$ cat config.mk
export PLATFORM = sky130hd
export DESIGN_NAME = timer_counter_request
export DESIGN_NICKNAME = d
export VERILOG_FILES = /design/src/rtl/timer_counter_request.sv
export SDC_FILE = /design/constraint.sdc
export NUM_CORES = 1
export LEC_CHECK = 0
export BUFFER_PORTS_ARGS = -buffer_cell sky130_fd_sc_hd__buf_2
export CORE_MARGIN = 3
export CORE_UTILIZATION = 56
export CTS_CLUSTER_SIZE = 30
export DETAILED_ROUTE_END_ITERATION = 10
export GPL_TIMING_DRIVEN = 0
export MAX_ROUTING_LAYER = met4
export PLACE_DENSITY = 0.82
export SETUP_SLACK_MARGIN = 0.1
export SLEW_MARGIN = 15
export SYNTH_ARGS = -nofsm -noshare
export SYNTH_HDL_FRONTEND = slang
export SYNTH_SLANG_ARGS = --single-unit
export TNS_END_PERCENT = 100
$ cat constraint.sdc
create_clock -name SIM_CLK -period 4.8 [get_ports SIM_CLK]
set_input_delay 0.24 -clock SIM_CLK [delete_from_list [all_inputs] [get_ports SIM_CLK]]
set_output_delay 0.24 -clock SIM_CLK [all_outputs]
set_load 0.02 [all_outputs]
$ cat src/rtl/timer_counter_request.sv
// Counter-increment request arbiter: edge-detects scaler phases into a pending mask
// and grants one counter per memory cycle, lowest index first, on the T12 boundary.
module timer_counter_request (
  input  logic       SIM_CLK,
  input  logic       SIM_RST_,
  input  logic       T12,
  input  logic       F10A,
  input  logic       F10B,
  input  logic       F09A,
  input  logic       F09B,
  input  logic       OVFIN,
  input  logic       INCINH,
  output logic       INKL,
  output logic [2:0] CTRSEL,
  output logic [4:0] PEND,
  output logic       LOST
);

  typedef enum logic [1:0] {IDLE, ARMED, CYCLE} state_t;

  state_t     state;
  logic [3:0] f_in, f_hist, f_edge;
  logic [4:0] req_set, grant_oh, grant_clr, pend_nxt;
  logic [2:0] grant_code;
  logic       grant, lost_nxt;

  assign f_in   = {F09B, F09A, F10B, F10A};
  assign f_edge = f_in & ~f_hist;

  // OVFIN is a level carry, only meaningful while TIME1 owns the cycle.
  assign req_set = {OVFIN && (state == CYCLE) && (CTRSEL == 3'd2), f_edge};

  // Lowest pending index wins: scan downward so the last hit is the lowest bit.
  always_comb begin
    grant_oh   = '0;
    grant_code = '0;
    for (int i = 4; i >= 0; i--) begin
      if (PEND[i]) begin
        grant_oh   = 5'(1) << i;
        grant_code = 3'(i + 1);
      end
    end
  end

  assign grant     = T12 && !INCINH && (PEND != '0) && (state != IDLE);
  assign grant_clr = grant ? grant_oh : '0;
  // A new request on the bit being granted survives: set beats clear.
  assign pend_nxt  = (PEND & ~grant_clr) | req_set;
  assign lost_nxt  = |(f_edge & PEND[3:0] & ~grant_clr[3:0]);

  always_ff @(posedge SIM_CLK or negedge SIM_RST_) begin
    if (!SIM_RST_) begin
      state  <= IDLE;
      f_hist <= '1;
      PEND   <= '0;
      LOST   <= 1'b0;
      INKL   <= 1'b0;
      CTRSEL <= '0;
    end else begin
      f_hist <= f_in;
      PEND   <= pend_nxt;
      LOST   <= lost_nxt;
      case (state)
        IDLE: begin
          if (pend_nxt != '0) state <= ARMED;
        end
        ARMED: begin
          if (grant) begin
            INKL   <= 1'b1;
            CTRSEL <= grant_code;
            state  <= CYCLE;
          end
        end
        CYCLE: begin
          if (T12) begin
            if (grant) begin
              CTRSEL <= grant_code;
            end else begin
              INKL   <= 1'b0;
              CTRSEL <= '0;
              state  <= (pend_nxt != '0) ? ARMED : IDLE;
            end
          end
        end
        default: state <= IDLE;
      endcase
    end
  end

endmodule

==> results.md <==
- Row count: 13
- Diodes inserted: 0
- DR iter-0 viols: 35
- CTS tree: done
- Footprint of the multi-input gates: 440 sq um
- Avg Vias per Cell: 6.33
- Gr ovfl total: 0
- Post-route insts no fill: 134
- Setup TNS: 0 ps
- Tmin final: 1720 ps
- Wire length on met1: 884 microns
- IO Pins: 19
- Initial antenna violation count: 0
- Final Cycle Share: 35.8%
- PnR worst setup slack: 3080 ps
- Starting Density: 63.3%
- Hold slack: 45.9 ps
- Total wire length: 2010 microns
- VDD IR max: 0.296 mV
- Critical R2R Launch: PEND[0]
- Slew Limit Fails: 0
- RR Endpoint: CTRSEL[2]
- Residual DRC: 0
- Fill cell count: 100
- PD cells: 452 nW/um^2
- Fmax: 582 MHz
- Clk root buf: clkbuf_4
- Synth unique cells: 38
- Post-CTS Resized: 0
- GRT Overall Usage: 22.1%
- Final core occ: 74.5%
- Top FF cell, synth: dfrtp_1
- Slew @ Worst Pin: 369 ps
- Setup CP Type: flop to flop
- Reg-to-reg slack, setup: 3080 ps
- Max Cap Violations: 0
- IO buf count: 18
- Worst Path Arrival: 1950 ps
- CP required: 5030 ps
- CP Max Fanout: 9
- Startpoint Class: flop
- Worst Clk Skew: 0.953 ps
- Met3 Wirelength: 187 microns
- Rel. slew slack: 75.3%
- Unrepaired setup endpoints after global routing: no
- Post-synth ARST share: 100%
- Die height: 45.5 microns
- Net count after synthesis: 105
- First-pass GRT wire length: 3150 microns
- Yosys reg bits: 16
- Worst-skew pair later-pin latency: 290 ps
- Seq/Total Area, Yosys: 46.4%
- DRT antenna net count: 0
- Syn-to-layout area delta: 17.7%
- WHS Path Cells: 1
- Total CTS buffers: 3
- WL met2: 911 microns
- Total core area: 1380 sq um
- GPL Wtd Cong: 0.839
- Placed insts: 129
- Hold EP: f_hist[3]
- NumNets Final: 129
- Setup violators final: 0
- Largest net degree at the start of global routing: 17
- Mean area per synthesized cell: 9.11 sq um
- Total clock sinks: 16
- Clock buffer depth: 2
- Post-DP HPWL: 1390 microns
- Hold_sp: F09B
- Vias in the first global route: 742
- Cell area after synthesis: 875 sq um
- Synth warn: 0
- Layout cell share with drive strength beyond 1: 29.4%
- Clk slew on worst S/H paths: 100 ps
- WL/cell: 15.0 microns
- EDFF count, synth: 0
- Sequential cell area: 405 sq um
- R2R depth: 6
- Die area: 2070 sq um
- H-tree depth: 1
- First-pass DRT Iterations: 4
- Status: finished, final reports clean
- Pre-CTS setup slack: 3100 ps
- Cells after Synth: 96
- CP Capture Type: flop
- Leak: 0.447 nW
- DR top layer: met4
- Hold Violations, Final: 0
- Die W: 45.5 microns
- DR vias: 848
- Worst hold path type: primary input to flop
[through the flow]
step / cell area (sq um) / total power [mW]
6_report: 1030 / 0.466
5_1_grt: 1030 / 0.491
4_1_cts: 1030 / 0.466
3_5_place_dp: 983 / 0.374
3_3_place_gp: 983 / 0.367
2_1_floorplan: 875 / 0.320
[critical path, cell delays in order, from the launching register on]
cell and delay, ps:
dfrtp_1 400, buf_6 140, or3_4 410, or3_1 370
o21ai_1 170, o21ai_1 90, nor2_1 80
[cell usage after synthesis (2+ instances only)]
cell type / count / area, sq um
nor2_1: 11 / 41.3
nand3_1: 2 / 10.0
nand2_1: 13 / 48.8
a21oi_1: 5 / 25.0
dfrtp_1: 12 / 300
a31oi_1: 3 / 18.8
dfstp_2: 4 / 105
buf_2: 2 / 10.0
o21ai_1: 6 / 30.0
nor3_1: 2 / 10.0
o21ai_0: 4 / 20.0
nand3b_1: 2 / 15.0
nand2b_1: 5 / 31.3
[registers in the layout (all words and copies together), names as in the netlist]
signal	cells
PEND	5
f_hist	4
CTRSEL	3
state	2
INKL	1
LOST	1
[cells by family after synthesis]
kind of cell    after synthesis  share of synthesized area, %
flops                        16                          46.4
simple gates                 47                          29.8
buf+inv                       5                          3.29
compound gates               28                          20.6
[report_power, final]
group	internal (mW)	switching, mW
combinational	0.0699	0.110
sequential	0.164	0.0313
clock	0.0462	0.0444
total	0.280	0.186
[cell usage in the layout, fill, tap and decap left out, types with 2 or more instances in the layout]
master	count
buf_2	20
nand2_1	13
dfrtp_1	12
nor2_1	11
o21ai_1	6
nand2b_1	5
a21oi_1	5
o21ai_0	4
dfstp_2	4
a31oi_1	3
clkbuf_4	3
nor3_1	2
nand3_1	2
nand3b_1	2
[repair_timing]
action                                 in CTS  in global routing
hold buffers                                1                  0
setup buffers                               0                  0
endpoints found under the hold margin      12                  0
[layer usage]
layer	vias up	track usage, %
met5	-	-
met4	0	12.3
met3	4	2.77
met2	50	34.5
met1	396	27.5
li1	398	-
[how the worst max path moves through the flow]
stage	depth (start not counted)	startpoint	to
after floorplan	5	PEND[0]	state[0]
after global placement	7	INCINH	CTRSEL[1]
after detailed placement	7	INCINH	CTRSEL[1]
after CTS	6	PEND[0]	CTRSEL[2]
after global routing	6	PEND[0]	CTRSEL[2]
final	6	PEND[0]	CTRSEL[2]
[cell type report]
type                            instances  area share, %
Buffer                                  4           2.43
Tap cell                               15           1.82
Clock buffer                            4           3.52
Multi-Input combinational cell         75           42.8
Timing Repair Buffer                   19           9.72
Inverter                                1          0.365
Sequential cell                        16           39.4
Note: power is estimated with default switching activity, not from simulation.
